**src/rtl/arb_types_pkg.sv**
```systemverilog
// Shared types and defaults for the pmem arbiter: FSM states, grant owner,
// default widths and the streak-counter width helper.
package arb_types_pkg;

    localparam int ARB_ADDR_W = 32;
    localparam int ARB_LINE_W = 256;
    localparam int ARB_STARVE_LIMIT = 4;

    typedef enum logic [1:0] {
        IDLE    = 2'd0,
        I_BUSY  = 2'd1,
        D_BUSY  = 2'd2,
        RECOVER = 2'd3
    } arb_state_t;

    typedef enum logic {
        OWN_I = 1'b0,
        OWN_D = 1'b1
    } arb_owner_t;

    // Bits needed to hold 0..limit inclusive.
    function automatic int streak_width(input int limit);
        return (limit < 2) ? 1 : $clog2(limit + 1);
    endfunction

endpackage

```
**src/rtl/arb_grant_logic.sv**
```systemverilog
// Grant selection between instruction and data requests, with the data-side
// streak counter that bounds how long a pending instruction fill can wait.
module arb_grant_logic
    import arb_types_pkg::*;
#(
    parameter int STARVE_LIMIT = ARB_STARVE_LIMIT
) (
    input  logic       clk,
    input  logic       rst_n,
    input  logic       idle,
    input  logic       i_read,
    input  logic       d_req,
    output logic       grant_valid,
    output arb_owner_t grant_owner
);

    localparam int STREAK_W = streak_width(STARVE_LIMIT);
    localparam logic [STREAK_W-1:0] STREAK_MAX = STREAK_W'(STARVE_LIMIT);

    logic [STREAK_W-1:0] d_streak_reg;
    logic [STREAK_W-1:0] d_streak_next;

    always_comb begin
        grant_valid = idle && (i_read || d_req);
        grant_owner = OWN_I;
        // Data normally wins; once it has won STARVE_LIMIT times in a row
        // over a waiting instruction fill, the instruction side goes next.
        if (d_req && !(i_read && (d_streak_reg == STREAK_MAX))) begin
            grant_owner = OWN_D;
        end
    end

    always_comb begin
        d_streak_next = d_streak_reg;
        if (idle) begin
            if (!i_read || (grant_owner == OWN_I)) begin
                d_streak_next = '0;
            end else if (d_streak_reg != STREAK_MAX) begin
                d_streak_next = d_streak_reg + 1'b1;
            end
        end
    end

    always_ff @(posedge clk or negedge rst_n) begin
        if (!rst_n) begin
            d_streak_reg <= '0;
        end else begin
            d_streak_reg <= d_streak_next;
        end
    end

endmodule

```
**src/rtl/pmem_arbiter.sv**
```systemverilog
// Shares one physical-memory port between the I-cache and D-cache.
// Optional grant/conflict counters are enabled with `define ARB_PERF_CNT_EN.
module pmem_arbiter
    import arb_types_pkg::*;
#(
    parameter int ADDR_W       = ARB_ADDR_W,
    parameter int LINE_W       = ARB_LINE_W,
    parameter int STARVE_LIMIT = ARB_STARVE_LIMIT
) (
    input  logic              clk,
    input  logic              rst_n,
    input  logic              i_read,
    input  logic [ADDR_W-1:0] i_addr,
    output logic [LINE_W-1:0] i_rdata,
    output logic              i_resp,
    input  logic              d_read,
    input  logic              d_write,
    input  logic [ADDR_W-1:0] d_addr,
    input  logic [LINE_W-1:0] d_wdata,
    output logic [LINE_W-1:0] d_rdata,
    output logic              d_resp,
    output logic              pmem_read,
    output logic              pmem_write,
    output logic [ADDR_W-1:0] pmem_address,
    output logic [LINE_W-1:0] pmem_wdata,
    input  logic [LINE_W-1:0] pmem_rdata,
    input  logic              pmem_resp
`ifdef ARB_PERF_CNT_EN
    ,
    output logic [31:0]       perf_i_grants,
    output logic [31:0]       perf_d_grants,
    output logic [31:0]       perf_conflicts
`endif
);

    arb_state_t        state_reg, state_next;
    arb_owner_t        grant_owner;
    logic              grant_valid;
    logic              d_req;
    logic              idle;
    logic              busy;
    logic              grant_fire;
    logic              pmem_read_reg, pmem_write_reg;
    logic [ADDR_W-1:0] addr_reg;
    logic [LINE_W-1:0] wdata_reg;

    assign d_req      = d_read || d_write;
    assign idle       = (state_reg == IDLE);
    assign busy       = (state_reg == I_BUSY) || (state_reg == D_BUSY);
    assign grant_fire = idle && grant_valid;

    arb_grant_logic #(
        .STARVE_LIMIT(STARVE_LIMIT)
    ) u_grant (
        .clk        (clk),
        .rst_n      (rst_n),
        .idle       (idle),
        .i_read     (i_read),
        .d_req      (d_req),
        .grant_valid(grant_valid),
        .grant_owner(grant_owner)
    );

    always_ff @(posedge clk or negedge rst_n) begin
        if (!rst_n) begin
            state_reg <= IDLE;
        end else begin
            state_reg <= state_next;
        end
    end

    always_comb begin
        state_next = state_reg;
        case (state_reg)
            IDLE: begin
                if (grant_valid) begin
                    state_next = (grant_owner == OWN_D) ? D_BUSY : I_BUSY;
                end
            end
            I_BUSY, D_BUSY: begin
                if (pmem_resp) begin
                    state_next = RECOVER;
                end
            end
            RECOVER: state_next = IDLE;
            default: state_next = IDLE;
        endcase
    end

    // Command, address and data are captured at grant so the memory side
    // sees them stable even if the cache changes its inputs afterwards.
    always_ff @(posedge clk or negedge rst_n) begin
        if (!rst_n) begin
            pmem_read_reg  <= 1'b0;
            pmem_write_reg <= 1'b0;
            addr_reg       <= '0;
            wdata_reg      <= '0;
        end else if (grant_fire) begin
            if (grant_owner == OWN_D) begin
                pmem_read_reg  <= !d_write;
                pmem_write_reg <= d_write;
                addr_reg       <= d_addr;
                wdata_reg      <= d_wdata;
            end else begin
                pmem_read_reg  <= 1'b1;
                pmem_write_reg <= 1'b0;
                addr_reg       <= i_addr;
            end
        end else if (busy && pmem_resp) begin
            pmem_read_reg  <= 1'b0;
            pmem_write_reg <= 1'b0;
        end
    end

    assign pmem_read    = pmem_read_reg;
    assign pmem_write   = pmem_write_reg;
    assign pmem_address = addr_reg;
    assign pmem_wdata   = wdata_reg;

    assign i_rdata = pmem_rdata;
    assign d_rdata = pmem_rdata;
    assign i_resp  = (state_reg == I_BUSY) && pmem_resp;
    assign d_resp  = (state_reg == D_BUSY) && pmem_resp;

`ifdef ARB_PERF_CNT_EN
    logic [31:0] perf_i_reg, perf_d_reg, perf_c_reg;

    always_ff @(posedge clk or negedge rst_n) begin
        if (!rst_n) begin
            perf_i_reg <= '0;
            perf_d_reg <= '0;
            perf_c_reg <= '0;
        end else if (grant_fire) begin
            if (grant_owner == OWN_D) begin
                perf_d_reg <= perf_d_reg + 32'd1;
            end else begin
                perf_i_reg <= perf_i_reg + 32'd1;
            end
            if (i_read && d_req) begin
                perf_c_reg <= perf_c_reg + 32'd1;
            end
        end
    end

    assign perf_i_grants  = perf_i_reg;
    assign perf_d_grants  = perf_d_reg;
    assign perf_conflicts = perf_c_reg;
`endif

    a_no_read_and_write: assert property (
        @(posedge clk) disable iff (!rst_n) !(d_read && d_write));

    a_resp_only_when_busy: assert property (
        @(posedge clk) disable iff (!rst_n) pmem_resp |-> busy);

endmodule

```
**config.mk**
```make
export PLATFORM = sky130hd
export DESIGN_NAME = pmem_arbiter
export DESIGN_NICKNAME = d
export VERILOG_FILES = /design/src/rtl/arb_types_pkg.sv /design/src/rtl/arb_grant_logic.sv /design/src/rtl/pmem_arbiter.sv
export SDC_FILE = /design/constraint.sdc
export NUM_CORES = 1
export LEC_CHECK = 0
export CAP_MARGIN = 20
export CORE_AREA = 3 3 545 547
export DETAILED_ROUTE_END_ITERATION = 16
export DIE_AREA = 0 0 548 550
export SYNTH_ARGS = -nofsm -noshare
export SYNTH_HDL_FRONTEND = slang
export SYNTH_HIERARCHICAL = 1
export SYNTH_SLANG_ARGS = --single-unit
export TNS_END_PERCENT = 20
```
**constraint.sdc**
```tcl
create_clock -name clk -period 4 [get_ports clk]
set_clock_uncertainty 0.2 [all_clocks]
set_input_delay 0.6 -clock clk [delete_from_list [all_inputs] [get_ports clk]]
set_output_delay 0.6 -clock clk [all_outputs]
set_load 0.03 [all_outputs]
```
==> results.sh <==
export IMPL_crit_path_cell_trace="clkdlybuf4s50_1"
export IMPL_synthArstFlopShare=1.00
export IMPL_edff_count_synth=0
export IMPL_path_clk_slew_ps=60
export IMPL_place_gp_congestion=0.757
export IMPL_post_synth_top_count_cell="buf_4"
export IMPL_cts_made_buffers=40
export IMPL_power_density_cells_mw_per_mm2=905
export IMPL_antenna_violating_nets_post_route=0
export IMPL_filler_cell_count=33781
export IMPL_cts_root_buffer_cell="clkbuf_16"
export IMPL_max_stage_delay_ps=1180
export IMPL_synth_cells=1244
export IMPL_arrival_ps=2210
export IMPL_cap_violations=0
export IMPL_avgSynthCellArea_um2=13.1
export IMPL_final_number_of_setup_violating_endpoints=0
export IMPL_core_mm2=0.293
export IMPL_synth_ff_latch_count=295
export IMPL_result_of_the_run="complete, no violations"
export IMPL_cp_max_fo=2
export IMPL_critical_path_top_delay_family="buffers and inverters"
export IMPL_top_ff_cell_synth="dfrtp_1"
export IMPL_ys_warn_count=6
export IMPL_grt_max_degree=86
export IMPL_slew_headroom=0.293
export IMPL_summed_instance_area_of_the_synthesized_netlist_mm2=0.0163
export IMPL_rsz0062_at_grt="no"
export IMPL_number_of_drc_violations_after_detailed_routing=0
export IMPL_worstMarginPinSlew_ps=1060
export IMPL_width_of_the_chip_um=548
export IMPL_worstSetupPathType="reg2out"
export IMPL_post_cts_setup_buffers=0
export IMPL_hold_path_class="reg2reg"
export IMPL_hpwl_um=145000
export IMPL_max_vdd_ir_drop_uv=623
export IMPL_drt_initial_violations=545
export IMPL_clock_tree_from_tritoncts="built"
export IMPL_groute_usage_overall=0.100
export IMPL_wirelength_um=158000
export IMPL_antenna_found_initial=40
export IMPL_share_of_the_yosys_chip_area_belonging_to_registers=0.452
export IMPL_placementRows=199
export IMPL_syn_num_nets=1832
export IMPL_layout_nets=1960
export IMPL_maximum_clock_insertion_buffer_count=3
export IMPL_timing_setup_tns_ps=0
export IMPL_syn2layout_area_growth_pct=52.2
export IMPL_max_freq_mhz=332
export IMPL_grt_overflow_total=0
export IMPL_required_ps=3200
export IMPL_cts_resized=0
export IMPL_first_global_vias=10617
export IMPL_synth_distinct_cells=30
export IMPL_fp_dieH_um=550
export IMPL_hold_buffers=1
export IMPL_finalHoldViolCount=0
export IMPL_synth_top_area_frac=0.452
export IMPL_drt_first_pass_iters=4
export IMPL_routed_via_density=1.85
export IMPL_cts_sinks=295
export IMPL_final_worst_path_period_need_ps=3010
export IMPL_synth_commonest_cells="buf_4 (513), dfrtp_1 (295), mux2_4 (240)"
export IMPL_slew_violations=0
export IMPL_synth_top_area_cell="dfrtp_1"
export IMPL_regToRegSetupSlack_ps=1230
export IMPL_routed_via_count=9891
export IMPL_final_layout_size_suffix_gt1_frac=0.254
export IMPL_wl_cell_um=29.6
export IMPL_multi_input_comb_area_mm2=0.00468
export IMPL_floorplan_initialDensity=0.0557
export IMPL_end_kind="output pin"
export IMPL_worst_path_max_delay_cell="clkdlybuf4s50_1"
export IMPL_buffer_ports_inserted=617
export IMPL_ios=1386
export IMPL_worst_skew_pair_late_latency_ps=630
export IMPL_power_leakage_uw=0.00962
export IMPL_netlist_top_cells_area="dfrtp_1 (45%), buf_4 (24%), mux2_4 (22%), mux2i_1 (2.0%), mux2_2 (1.2%)"
export IMPL_global_route_wire_length_before_repair_um=182000
export IMPL_worstSetupStartpointType="flip-flop"
export IMPL_die_area_mm2=0.301
export IMPL_area_sequential_mm2=0.00738
export IMPL_final_hold_worst_slack_ps=307
export IMPL_fin_crit_sh=0.752
export IMPL_flip_flop_count_of_the_largest_register_all_copies_and_words_added=256
export IMPL_cts_htree_levels=2
export IMPL_cp_num_buf_inv=1
[worst register-to-register path: stages (launching register included)]
cell	delay, ps
dfrtp_1	410
inv_1	130
ha_1	330
inv_1	110
nor2_1	190
and2_2	240
nand2_8	190
buf_12	440
mux2_4	410
[metal layers]
metal | vias to the layer above | wire length (µm) | global-route usage
li1 | 3886 | - | -
met1 | 4640 | 45500 | 0.0842
met2 | 1065 | 67000 | 0.150
met3 | 292 | 39200 | 0.112
met4 | 8 | 5920 | 0.0355
met5 | - | 284 | 0.00625
[where the power goes]
part | switching [µW] | total, µW | internal (µW)
Combinational | 8010 | 13000 | 5020
Sequential | 1040 | 5560 | 4510
Clock | 1680 | 3920 | 2250
[placed cells by master, fill, tap and decap left out, types with 2 or more instances in the layout]
| cell | synthesis | final |
|---|---|---|
| and2_1 | 3 | 2 |
| o22ai_1 | 2 | 2 |
| clkinv_2 | 0 | 5 |
| bufinv_16 | 0 | 4 |
| inv_1 | 9 | 9 |
| clkinv_16 | 0 | 2 |
| mux2_4 | 240 | 240 |
| clkbuf_16 | 0 | 40 |
| dfrtp_1 | 295 | 295 |
| buf_12 | 1 | 6 |
| nand2_1 | 6 | 6 |
| clkbuf_1 | 3 | 5 |
| nor2_1 | 34 | 34 |
| mux2_2 | 18 | 18 |
| diode_2 | 0 | 14 |
| inv_6 | 0 | 3 |
| clkinvlp_4 | 0 | 3 |
| clkinv_4 | 0 | 4 |
| a21oi_1 | 33 | 33 |
| buf_4 | 513 | 16 |
| mux2i_1 | 33 | 33 |
| clkbuf_8 | 0 | 5 |
| clkinv_8 | 0 | 2 |
| clkdlybuf4s50_1 | 0 | 614 |
| ha_1 | 6 | 6 |
[cell type report]
class	instances	share of cell area
Tap cell	3919	0.197
Clock inverter	24	0.0134
Multi-Input combinational cell	388	0.188
Sequential cell	295	0.297
Timing Repair Buffer	638	0.258
Antenna cell	14	0.00141
Inverter	9	0.00136
Clock buffer	50	0.0438
[metrics by stage]
step,setup WS [ps],cell area (µm²),cells,util,power [µW]
after floorplan,1610,16300,1244,-,12400
after global placement,248,23400,5248,0.0799,18800
after detailed placement,202,23400,5248,0.0799,19000
after CTS,797,24800,5323,0.0847,23100
after global routing,881,24800,5324,0.0848,23700
final,992,24900,5337,0.0849,22500
[path summary, 6_finish.rpt]
path                                   from               end  depth (start not counted)
max                        pmem_address[21]  pmem_address[21]                          1
min                          pmem_wdata[65]    pmem_wdata[65]                          1
max reg2reg                    state_reg[0]   pmem_wdata[154]                          8
min reg2reg                  pmem_wdata[65]    pmem_wdata[65]                          1
max in group asynchronous             rst_n         pmem_read                          3
min in group asynchronous             rst_n   pmem_wdata[253]                          2
[kinds of logic after synthesis]
group | after synthesis | share of synthesized area
fa+ha+maj | 6 | 0.00460
buf+inv | 561 | 0.263
compound gates | 40 | 0.0133
mux | 291 | 0.253
flops | 295 | 0.452
simple gates | 51 | 0.0141
Power figures use the tool's default switching activity.
